**src/rtl/hazard_pkg.sv**
```systemverilog
// Shared constants for the pipeline hazard controller: FSM encodings,
// the x0 register address and the legal load-use bubble range.
package hazard_pkg;

   localparam logic [1:0] ST_RUN      = 2'd0;
   localparam logic [1:0] ST_LU_STALL = 2'd1;
   localparam logic [1:0] ST_MC_WAIT  = 2'd2;

   localparam int unsigned REG_ZERO = 0;

   localparam int LU_BUBBLES_MIN = 1;
   localparam int LU_BUBBLES_MAX = 3;

   // Out-of-range bubble counts are pulled back into the supported window.
   function automatic int clamp_lu_bubbles(input int req);
      if (req < LU_BUBBLES_MIN) return LU_BUBBLES_MIN;
      if (req > LU_BUBBLES_MAX) return LU_BUBBLES_MAX;
      return req;
   endfunction

endpackage

```
**src/rtl/hazard_ctrl_unit_sat_counter.sv**
```systemverilog
// Saturating up-counter: increments while inc is high and holds at
// all-ones instead of wrapping.
module sat_counter #(
   parameter int CNT_W = 16
) (
   input  logic             clk,
   input  logic             rst_n,
   input  logic             inc,
   output logic [CNT_W-1:0] count
);

   logic [CNT_W-1:0] count_q;
   logic [CNT_W-1:0] count_d;

   always_comb begin
      count_d = count_q;
      if (inc && (count_q != {CNT_W{1'b1}})) begin
         count_d = count_q + 1'b1;
      end
   end

   always_ff @(posedge clk or negedge rst_n) begin
      if (!rst_n) begin
         count_q <= '0;
      end else begin
         count_q <= count_d;
      end
   end

   assign count = count_q;

endmodule

```
**src/rtl/hazard_ctrl_unit.sv**
```systemverilog
// Pipeline hazard controller: load-use bubbles, multi-cycle EX stalls and
// branch flushes, driving PC / IF/ID / ID/EX enables and flushes.
//
// state       | meaning
// ------------+------------------------------------------------------
// ST_RUN      | normal flow; hazards and redirects evaluated each cycle
// ST_LU_STALL | extra load-use bubbles still to insert (bub_q remaining)
// ST_MC_WAIT  | multi-cycle EX op in flight, pipeline frozen until done
module hazard_ctrl_unit
   import hazard_pkg::*;
#(
   parameter int REG_AW     = 5,
   parameter int LU_BUBBLES = 1,
   parameter int CNT_W      = 16
) (
   input  logic              clk,
   input  logic              rst_n,
   input  logic              id_ex_mem_read,
   input  logic [REG_AW-1:0] id_ex_rd,
   input  logic [REG_AW-1:0] if_id_rs1,
   input  logic [REG_AW-1:0] if_id_rs2,
   input  logic              if_id_use_rs1,
   input  logic              if_id_use_rs2,
   input  logic              ex_branch_taken,
   input  logic              mc_start,
   input  logic              mc_done,
   output logic              pc_write,
   output logic              if_id_write,
   output logic              id_ex_write,
   output logic              if_id_flush,
   output logic              id_ex_flush,
   output logic              stall_active,
   output logic [CNT_W-1:0]  stall_count
);

   localparam int LU_EFF = clamp_lu_bubbles(LU_BUBBLES);

   logic [1:0] state_q, state_d;
   logic [1:0] bub_q, bub_d;
   logic       lu_haz;
   logic       pc_write_c, if_id_write_c, id_ex_write_c;
   logic       if_id_flush_c, id_ex_flush_c, stall_c;

   assign lu_haz = id_ex_mem_read
                   && (id_ex_rd != REG_AW'(REG_ZERO))
                   && ((if_id_use_rs1 && (id_ex_rd == if_id_rs1))
                    || (if_id_use_rs2 && (id_ex_rd == if_id_rs2)));

   always_comb begin
      state_d       = state_q;
      bub_d         = bub_q;
      pc_write_c    = 1'b1;
      if_id_write_c = 1'b1;
      id_ex_write_c = 1'b1;
      if_id_flush_c = 1'b0;
      id_ex_flush_c = 1'b0;
      stall_c       = 1'b0;
      case (state_q)
         ST_RUN: begin
            if (ex_branch_taken) begin
               if_id_flush_c = 1'b1;
               id_ex_flush_c = 1'b1;
            end else if (mc_start && !mc_done) begin
               pc_write_c    = 1'b0;
               if_id_write_c = 1'b0;
               id_ex_write_c = 1'b0;
               stall_c       = 1'b1;
               state_d       = ST_MC_WAIT;
            end else if (mc_start) begin
               // op finished in its issue cycle: nothing to hold
               state_d = ST_RUN;
            end else if (lu_haz) begin
               pc_write_c    = 1'b0;
               if_id_write_c = 1'b0;
               id_ex_flush_c = 1'b1;
               stall_c       = 1'b1;
               if (LU_EFF > 1) begin
                  bub_d   = 2'(LU_EFF - 1);
                  state_d = ST_LU_STALL;
               end
            end
         end
         ST_LU_STALL: begin
            if (ex_branch_taken) begin
               if_id_flush_c = 1'b1;
               id_ex_flush_c = 1'b1;
               bub_d         = 2'd0;
               state_d       = ST_RUN;
            end else begin
               pc_write_c    = 1'b0;
               if_id_write_c = 1'b0;
               id_ex_flush_c = 1'b1;
               stall_c       = 1'b1;
               bub_d         = bub_q - 2'd1;
               if (bub_q == 2'd1) begin
                  state_d = ST_RUN;
               end
            end
         end
         ST_MC_WAIT: begin
            if (mc_done) begin
               state_d = ST_RUN;
            end else begin
               pc_write_c    = 1'b0;
               if_id_write_c = 1'b0;
               id_ex_write_c = 1'b0;
               stall_c       = 1'b1;
            end
         end
         default: begin
            state_d = ST_RUN;
            bub_d   = 2'd0;
         end
      endcase
   end

   always_ff @(posedge clk or negedge rst_n) begin
      if (!rst_n) begin
         state_q <= ST_RUN;
         bub_q   <= 2'd0;
      end else begin
         state_q <= state_d;
         bub_q   <= bub_d;
      end
   end

   // Outputs fall back to pass-through defaults while reset is held.
   assign pc_write     = rst_n ? pc_write_c    : 1'b1;
   assign if_id_write  = rst_n ? if_id_write_c : 1'b1;
   assign id_ex_write  = rst_n ? id_ex_write_c : 1'b1;
   assign if_id_flush  = rst_n ? if_id_flush_c : 1'b0;
   assign id_ex_flush  = rst_n ? id_ex_flush_c : 1'b0;
   assign stall_active = rst_n ? stall_c       : 1'b0;

   sat_counter #(
      .CNT_W (CNT_W)
   ) u_stall_cnt (
      .clk   (clk),
      .rst_n (rst_n),
      .inc   (stall_active),
      .count (stall_count)
   );

endmodule
```
**config.mk**
```make
export PLATFORM = sky130hd
export DESIGN_NAME = hazard_ctrl_unit
export DESIGN_NICKNAME = d
export VERILOG_FILES = /design/src/rtl/hazard_pkg.sv /design/src/rtl/hazard_ctrl_unit_sat_counter.sv /design/src/rtl/hazard_ctrl_unit.sv
export SDC_FILE = /design/constraint.sdc
export NUM_CORES = 1
export LEC_CHECK = 0
export BUFFER_PORTS_ARGS = -buffer_cell sky130_fd_sc_hd__buf_4
export CORE_MARGIN = 3
export CORE_UTILIZATION = 39
export CTS_CLUSTER_DIAMETER = 60
export CTS_CLUSTER_SIZE = 28
export DETAILED_ROUTE_END_ITERATION = 6
export HOLD_SLACK_MARGIN = 0.05
export PLACE_DENSITY = 0.68
export SYNTH_ARGS = -nofsm -noshare
export SYNTH_HDL_FRONTEND = slang
export SYNTH_SLANG_ARGS = --single-unit
```
**constraint.sdc**
```tcl
create_clock -name clk -period 4.2 [get_ports clk]
set_input_delay 0.21 -clock clk [delete_from_list [all_inputs] [get_ports clk]]
set_output_delay 0.21 -clock clk [all_outputs]
set_load 0.05 [all_outputs]
```
==> reports/results.ini, run 1 <==
[placed_design]
globalplace.congestion=0.806
hpwl_um=1930
place.port_buffers=44

[worst_setup_path]
path_class=register to register
end_kind=register
crit_path_start_kind=register
required_ps=4370
cp_max_fo=15
regToRegSetupSlack_ps=1910
rr_startpoint=u_stall_cnt.count[2]$_DFFE_PN0P_
crit_arrival_ps=2460
crit_start=u_stall_cnt.count[2]$_DFFE_PN0P_

[logic_synthesis]
muxShareOfSynthArea=0.0146
ys_async_sr_fraction=1.00
syn-num-nets=131
avgSynthCellArea_um2=9.59
ys_seq_elements=17
synthFlopType=dfrtp_1
synth_top_family_by_area=simple AND/OR/NAND/NOR gates
synthAdderAreaFrac=0.0122
yosys.area.top_type=dfrtp_1
synth-xor-area-share=0.205
syn_area_mm2=0.00103
yosys.area.top_type_share=0.415
synth_compound_area_frac=0.0878
synthSimpleGateAreaFrac=0.217
ys_types=29
yosys_warnings=0
synthCells=107
synth_edf_count=0
synthTopCellsByArea=dfrtp_1 (41%), xnor2_1 (10%), xor2_1 (10%), nor3_1 (3.9%), nand4_1 (3.0%)
synth-seq-area-share=0.415

[finish]
final.fill_count=226
layout.nets=178
area_growth_pct=36.8
antenna_cells=0
drive_gt1_frac=0.333

[cts]
cts_setup_buffers=0
path_clk_slew_ps=90
clk_latency_ps=280
ctsHoldBuffers=1
cts_tree=built
cts_buffer_depth=2
post_cts_resized=0
clock_sinks=17
cts_buffers=3
root_buffer=clkbuf_4
h-tree-depth=1

[die]
fp.dieH_um=57.3
die_w_um=57.3
io_pins=45
start_util=0.435
core_mm2=0.00236
dieArea_mm2=0.00328
rows=17

[route]
avgViaCountPerCell=5.14
first_iter_violations=11
drc_errors=0
vias=931
postRouteAntennaNets=0
wire_per_inst_um=13.3
drt_first_pass_iters=4
finalWirelength_um=2410

[run]
cap_viol_max_count=0

[sta]
rsz0062_at_grt=no
finalSetupViolCount=0
max_slew_margin=0.720
fin_crit_sh=0.544
tightest_slew_ps=416
setup_tns_ps=0
final.min_clock_period_ps=2290
hold_viol=0
worst_clock_skew_ps=2.11
max_freq_mhz=437
slew_violations=0

[grt]
grt_pass1_wl_um=4080
overflow=0
grt_max_degree=21
grt_usage=0.158
antenna_found_initial=0
grt_pass1_vias=891

[power]
power.leakage_nw=0.711
p_total_w=0.000549
ir_drop_mv=0.411
powerDensity_mw_per_mm2=391

[hold_path]
min_path_type=primary input to register
hp-start=mc_done

[status]
status=finished, final reports clean

-- layout by cell type, fill, tap and decap left out, types with 5 or more instances in the layout --
master / instances
a21oi_1: 5
buf_4: 44
dfrtp_1: 17
inv_1: 7
nand2_1: 7
nand3_1: 5
nand4_1: 5
nor2_1: 5
nor3_1: 8
nor4_1: 5
xnor2_1: 12
xor2_1: 12
-- worst paths after layout --
| path | end | cells past startpoint |
|---|---|---|
| setup / recovery | u_stall_cnt.count[1]$_DFFE_PN0P_ | 5 |
| hold reg to reg | u_stall_cnt.count[8]$_DFFE_PN0P_ | 1 |
| max in group asynchronous | u_stall_cnt.count[1]$_DFFE_PN0P_ | 2 |
| setup reg to reg | u_stall_cnt.count[1]$_DFFE_PN0P_ | 5 |
| min in group asynchronous | state_q[1]$_DFFE_PN0P_ | 2 |
| hold / removal | state_q[1]$_DFFE_PN0P_ | 3 |
-- kinds of logic after synthesis --
logic type | count (synthesis)
flip-flops | 17
adder cells (fa/ha/maj) | 1
AND/OR/NAND/NOR | 42
AO/OA/AOI/OAI | 12
XOR/XNOR | 24
buffers and inverters | 10
multiplexers | 1
-- report_power, final --
part / switching (W) / internal, W / total, W
Combinational: 0.000155 / 0.0000846 / 0.000239
Clock: 0.0000475 / 0.0000368 / 0.0000843
Sequential: 0.0000377 / 0.000188 / 0.000226
-- per-stage QoR --
step | setup WS, ps | hold WS, ps | util | instance area (µm²) | instances
floorplan | 1710 | -85.6 | - | 1030 | 107
global placement | 1990 | 92.7 | 0.579 | 1370 | 176
detailed placement | 1950 | 95.0 | 0.579 | 1370 | 176
CTS | 1930 | 191 | 0.595 | 1400 | 181
global route | 1780 | 197 | 0.595 | 1400 | 181
finish | 1910 | 199 | 0.595 | 1400 | 181
-- Yosys cell counts (all sizes together) (2+ instances only) --
library cell,count
and3,2
nor4,5
xnor2,12
nand2,7
a21oi,6
nor3,8
nand3,5
dfrtp,17
xor2,12
inv,7
buf,3
nor2,5
nand4,6
-- registers in the layout (all words and copies together) (netlist names) --
signal,count
state_q,1
u_stall_cnt.count,16
-- final cells by class --
type	count	area [µm²]	area share
Multi-Input combinational cell	80	551	0.392
Clock buffer	4	26.3	0.0187
Inverter	7	26.3	0.0187
Tap cell	28	35.0	0.0250
Timing Repair Buffer	45	340	0.242
Sequential cell	17	425	0.303
-- metal layers --
layer	track usage	up-vias	part of all wire
li1	-	464	-
met1	0.210	432	0.45
met2	0.256	33	0.49
met3	0.0452	2	0.063
met4	0.0331	0	0.0041
met5	0	-	0
-- critical path, cell delays in order (launching register included) --
cell and delay [ps]:
dfrtp_1 470, nand4_2 190, or2_1 340, o311a_2 440, a21oi_4 380, mux2_4 340
Power figures use the tool's default switching activity.
==> run 2: changes to the inputs <==
==> constraint.sdc (replaced) <==
create_clock -name clk -period 2.2 [get_ports clk]
set_input_delay 0.11 -clock clk [delete_from_list [all_inputs] [get_ports clk]]
set_output_delay 0.11 -clock clk [all_outputs]
set_load 0.05 [all_outputs]
==> run 2 against run 1 <==
Net effect: sequential share of layout area decreased by 0.75 points; total power increased by 98%; critical path type unchanged; core utilization is 3.1 points higher; non-clock buffer count up 4; flip-flop and latch count unchanged.
==> reports/results.ini, run 2 (synthesis results as in run 1) <==
[placed_design]
dpl.cell_count=179  ; +1.7%
place.port_buffers=44  ; unchanged
pre_cts_ws_ps=62.7  ; -1890 ps
globalplace.congestion=0.762  ; -5.4%
hpwl_um=2120  ; +10%

[cts]
path_clk_slew_ps=100  ; about the same
cts_buffer_depth=2  ; unchanged
h-tree-depth=1  ; unchanged
clock_sinks=17  ; unchanged
cts_tree=built
post_cts_resized=0  ; unchanged
clk_latency_ps=290  ; about the same
root_buffer=clkbuf_4
cts_buffers=3  ; unchanged

[finish]
final.fill_count=220  ; -2.7%
fin_cells=185  ; +2.2%
antenna_cells=0  ; unchanged
largest_reg_flops=16  ; unchanged
area_growth_pct=44.0
drive_gt1_frac=0.414  ; +0.0807
final_common_cell=buf_4
layout_common_cells=buf_4 (47), xnor2_1 (12), xor2_1 (12)
layout.nets=182  ; +2.2%

[hold_path]
min_path_type=primary input to register

[route]
wl_met3_um=130  ; -15%
drc_errors=0  ; unchanged
route.met2.wl_um=1270  ; +8.4%
drt_first_pass_iters=4  ; unchanged
wire_per_inst_um=13.9  ; +4.7%
postRouteAntennaNets=0  ; unchanged
first_iter_violations=16  ; +5
vias=960  ; +3.1%
finalWirelength_um=2580  ; +7.0%
avgViaCountPerCell=5.19  ; +0.89%
top_layer=met3
met1_length_um=1180  ; +9.6%

[sta]
rsz0062_at_grt=no
finalSetupViolCount=0  ; unchanged
hold_slack_ps=107  ; -92.5 ps
tightest_slew_ps=388  ; -28.2 ps
max_freq_mhz=484  ; +11%
hold_viol=0  ; unchanged
max_slew_margin=0.741  ; +0.0209
worst_clock_skew_ps=7.36  ; +5.25 ps
setup_tns_ps=0  ; unchanged
final.min_clock_period_ps=2070  ; -220 ps
fin_ws_ps=134  ; -1780 ps
fin_crit_sh=0.939  ; +0.395
slew_violations=0  ; unchanged

[grt]
grt_pass1_wl_um=4440  ; +8.8%
antenna_found_initial=0  ; unchanged
grt_pass1_vias=981  ; +10%
grt_max_degree=20  ; -4.8%
overflow=0  ; unchanged
grt_usage=0.169  ; +0.0112

[worst_setup_path]
path_class=register to register
crit_arrival_ps=2250  ; -210 ps
crit_chain=nand4_4, or2_1, o311a_4, a21oi_4, buf_12, mux2_4
r2r_end=u_stall_cnt.count[1]$_DFFE_PN0P_
slowest_delay_ps=460  ; about the same
timing.critical_path.buf_inv=1  ; +1
cpLargestDelayFamily=compound AO/OA/AOI/OAI gates
crit_path_start_kind=register
crit_start=u_stall_cnt.count[2]$_DFFE_PN0P_
rr_startpoint=u_stall_cnt.count[2]$_DFFE_PN0P_
crit_end=u_stall_cnt.count[1]$_DFFE_PN0P_
required_ps=2380  ; -1990 ps
end_kind=register
r2r.worst_path.cells=6  ; +1
critical_path_cell_count=6  ; +1
regToRegSetupSlack_ps=130  ; -1780 ps
cp_max_fo=15  ; unchanged
worst_path_max_delay_cell=dfrtp_2

[power]
powerDensity_mw_per_mm2=737  ; +88%
power.leakage_nw=0.747  ; +5.0%
ir_drop_mv=0.596  ; +45%

[die]
core_mm2=0.00236  ; unchanged
dieArea_mm2=0.00328  ; unchanged
rows=17  ; unchanged
io_pins=45  ; unchanged
die_w_um=57.3  ; unchanged
fp.dieH_um=57.3  ; unchanged
start_util=0.435  ; unchanged

[status]
status=finished, final reports clean

[run]
cap_viol_max_count=0  ; unchanged

-- run 2: what timing repair did --
| action | CTS | global route |
|---|---|---|
| setup buffers | 0 | 1 |
| hold endpoints to repair | 17 | 0 |
| setup endpoints to repair | 0 | 10 |
| hold buffers | 1 | 0 |
-- run 2: cell type report --
class	instances	area (µm²)	area share
Multi-Input combinational cell	80	569	0.385
Sequential cell	17	437	0.296
Timing Repair Buffer	49	383	0.259
Tap cell	28	35.0	0.0237
Inverter	7	26.3	0.0178
Clock buffer	3	22.5	0.0152
Clock inverter	1	5.00	0.00339
-- run 2: per-stage QoR --
| step | area [µm²] | power [W] | util |
|---|---|---|---|
| finish | 1480 | 0.00109 | 0.626 |
| global route | 1480 | 0.00115 | 0.626 |
| CTS | 1460 | 0.00110 | 0.617 |
| detailed placement | 1420 | 0.000930 | 0.601 |
| global placement | 1420 | 0.000918 | 0.601 |
| floorplan | 1060 | 0.000750 | - |
-- run 2: worst min path at each step --
stage / slack (ps) / depth (start not counted) / end / startpoint
floorplan: -190 / 0 / state_q[1]$_DFFE_PN0P_ / rst_n
global placement: 80 / 2 / u_stall_cnt.count[14]$_DFFE_PN0P_ / rst_n
detailed placement: 90 / 2 / u_stall_cnt.count[13]$_DFFE_PN0P_ / rst_n
CTS: 100 / 3 / state_q[1]$_DFFE_PN0P_ / mc_done
global route: 130 / 3 / state_q[1]$_DFFE_PN0P_ / mc_done
finish: 110 / 3 / state_q[1]$_DFFE_PN0P_ / mc_done
-- run 2: tightest hold or removal path: stages --
cell and delay, ps:
buf_4 90, inv_1 40, o21a_1 110
-- run 2: report_power, final --
group | switching (W) | internal [W]
registers | 0.0000817 | 0.000368
clock network | 0.0000982 | 0.0000676
logic | 0.000298 | 0.000176
-- run 2: metal layers --
layer / vias up / GRT usage
met4: 0 / 0.0364
met2: 27 / 0.276
li1: 479 / -
met1: 454 / 0.222
met5: - / 0
met3: 0 / 0.0498
==> run 3: changes to the inputs <==
--- a/config.mk
+++ b/config.mk
@@ -13,6 +13,7 @@
 export DETAILED_ROUTE_END_ITERATION = 6
 export HOLD_SLACK_MARGIN = 0.05
 export PLACE_DENSITY = 0.68
+export REMOVE_ABC_BUFFERS = 1
 export SYNTH_ARGS = -nofsm -noshare
 export SYNTH_HDL_FRONTEND = slang
 export SYNTH_SLANG_ARGS = --single-unit
==> run 3 against run 2 <==
Net effect: critical path depth is 1 lower; cell count is 1.1% higher; worst hold slack better by 5.0 ps; non-clock buffer count is 2 higher; routed wire length is 2.9% lower; global-route usage is 0.64 points lower; clock-buffer cell count is 1 higher.
==> reports/results.ini, run 3 (synthesis results as in run 1) <==
[die]
core_mm2=0.00236  ; unchanged
rows=17  ; unchanged
die_w_um=57.3  ; unchanged
dieArea_mm2=0.00328  ; unchanged
io_pins=45  ; unchanged
start_util=0.435  ; unchanged
fp.dieH_um=57.3  ; unchanged

[finish]
largest_reg_flops=16  ; unchanged
layout.nets=184  ; +1.1%
final_common_cell=buf_4
layout_common_cells=buf_4 (50), dfrtp_1 (17), xnor2_1 (12), xor2_1 (12), nor3_1 (8)
final.fill_count=229  ; +4.1%
multi_input_area_um2=551  ; -3.3%
antenna_cells=0  ; unchanged
area_growth_pct=41.2
regArea_um2=425  ; -2.6%
drive_gt1_frac=0.358  ; -0.0555

[placed_design]
hpwl_um=2070  ; -2.5%
pre_cts_ws_ps=116  ; +53.7 ps
globalplace.congestion=0.762  ; about the same
place.port_buffers=44  ; unchanged

[sta]
fin_crit_sh=0.936  ; -0.00343
hold_viol=0  ; unchanged
max_freq_mhz=486  ; +0.37%
tightest_slew_ps=455  ; +66.9 ps
finalSetupViolCount=0  ; unchanged
hold_slack_ps=112  ; +4.97 ps
max_slew_margin=0.697  ; -0.0446
final.min_clock_period_ps=2060  ; -7.55 ps
worst_clock_skew_ps=1.51  ; -5.85 ps
slew_violations=0  ; unchanged
fin_ws_ps=141  ; +7.55 ps
rsz0062_at_grt=no

[worst_setup_path]
cp_max_fo=15  ; unchanged
crit_start=u_stall_cnt.count[3]$_DFFE_PN0P_
r2r.worst_path.cells=5  ; -1
required_ps=2380  ; about the same
slowest_delay_ps=450  ; about the same
path_class=register to register
crit_path_start_kind=register
regToRegSetupSlack_ps=140  ; about the same
rr_startpoint=u_stall_cnt.count[3]$_DFFE_PN0P_
crit_arrival_ps=2240  ; about the same
worst_path_max_delay_cell=dfrtp_1
end_kind=register
crit_chain=nand4_2, or2_1, o311a_2, a21oi_4, mux2_4
r2r_end=u_stall_cnt.count[1]$_DFFE_PN0P_

[route]
avgViaCountPerCell=5.18  ; -0.25%
drt_first_pass_iters=4  ; unchanged
finalWirelength_um=2510  ; -2.9%
wire_per_inst_um=13.4  ; -3.9%
first_iter_violations=27  ; +11
postRouteAntennaNets=0  ; unchanged
drc_errors=0  ; unchanged
vias=968  ; +0.83%

[hold_path]
holdPathEnd=state_q[1]$_DFFE_PN0P_
min_path_type=primary input to register
holdPathStages=3  ; unchanged
hp-start=mc_done

[cts]
h-tree-depth=1  ; unchanged
cts_buffer_depth=2  ; unchanged
cts_buffers=3  ; unchanged
path_clk_slew_ps=90  ; about the same
clock_sinks=17  ; unchanged
clk_latency_ps=290  ; about the same
root_buffer=clkbuf_4
cts_tree=built
post_cts_resized=0  ; unchanged

[grt]
grt_pass1_wl_um=4220  ; -5.1%
grt_max_degree=20  ; unchanged
antenna_found_initial=0  ; unchanged
grt_usage=0.163  ; -0.00641
overflow=0  ; unchanged
grt_pass1_vias=908  ; -7.4%

[power]
power.leakage_nw=0.740  ; -0.92%
ir_drop_mv=0.858  ; +44%
p_total_w=0.00108  ; -0.69%
powerDensity_mw_per_mm2=747  ; +1.3%

[status]
status=finished, final reports clean

[run]
cap_viol_max_count=0  ; unchanged

## run 3: worst max-delay path by stage
stage | to | depth (start not counted)
after floorplan | u_stall_cnt.count[1]$_DFFE_PN0P_ | 5
after global placement | u_stall_cnt.count[1]$_DFFE_PN0P_ | 5
after detailed placement | u_stall_cnt.count[1]$_DFFE_PN0P_ | 5
after CTS | u_stall_cnt.count[1]$_DFFE_PN0P_ | 5
after global routing | u_stall_cnt.count[1]$_DFFE_PN0P_ | 5
final | u_stall_cnt.count[1]$_DFFE_PN0P_ | 5
## run 3: repair_timing
action,in CTS,in global routing
hold endpoints to repair,17,0
setup buffers,0,0
hold buffers,1,0
endpoints found under the setup margin,0,1
## run 3: final cells by class
| class | count | share of cell area |
|---|---|---|
| Sequential cell | 17 | 0.294 |
| Tap cell | 28 | 0.0242 |
| Timing Repair Buffer | 51 | 0.266 |
| Inverter | 7 | 0.0181 |
| Clock buffer | 4 | 0.0181 |
| Multi-Input combinational cell | 80 | 0.380 |
## run 3: power breakdown
group | switching (W) | internal [W]
registers | 0.0000615 | 0.000359
clock network | 0.0000932 | 0.0000705
logic | 0.000315 | 0.000183
total | 0.000469 | 0.000613
## run 3: critical path: cells and delay by family, from the launching register on
kind | cells | cell delay [ps]
flops | 1 | 450
simple gates | 2 | 380
mux | 1 | 340
compound gates | 2 | 780
## run 3: per-layer routing
layer | share of wire | global-route usage | vias up
met1 | 0.44 | 0.223 | 463
met2 | 0.50 | 0.258 | 32
met4 | 0.0068 | 0.0331 | 0
met5 | 0 | 0 | -
met3 | 0.057 | 0.0452 | 2
li1 | - | - | 471
## run 3: metrics by stage
| stage | std cells | utilization | area [µm²] | TNS [ps] |
|---|---|---|---|---|
| global route | 187 | 0.614 | 1450 | 0 |
| CTS | 187 | 0.614 | 1450 | 0 |
| global placement | 182 | 0.598 | 1410 | 0 |
| detailed placement | 182 | 0.598 | 1410 | 0 |
| finish | 187 | 0.614 | 1450 | 0 |
| floorplan | 104 | - | 1000 | -2380 |
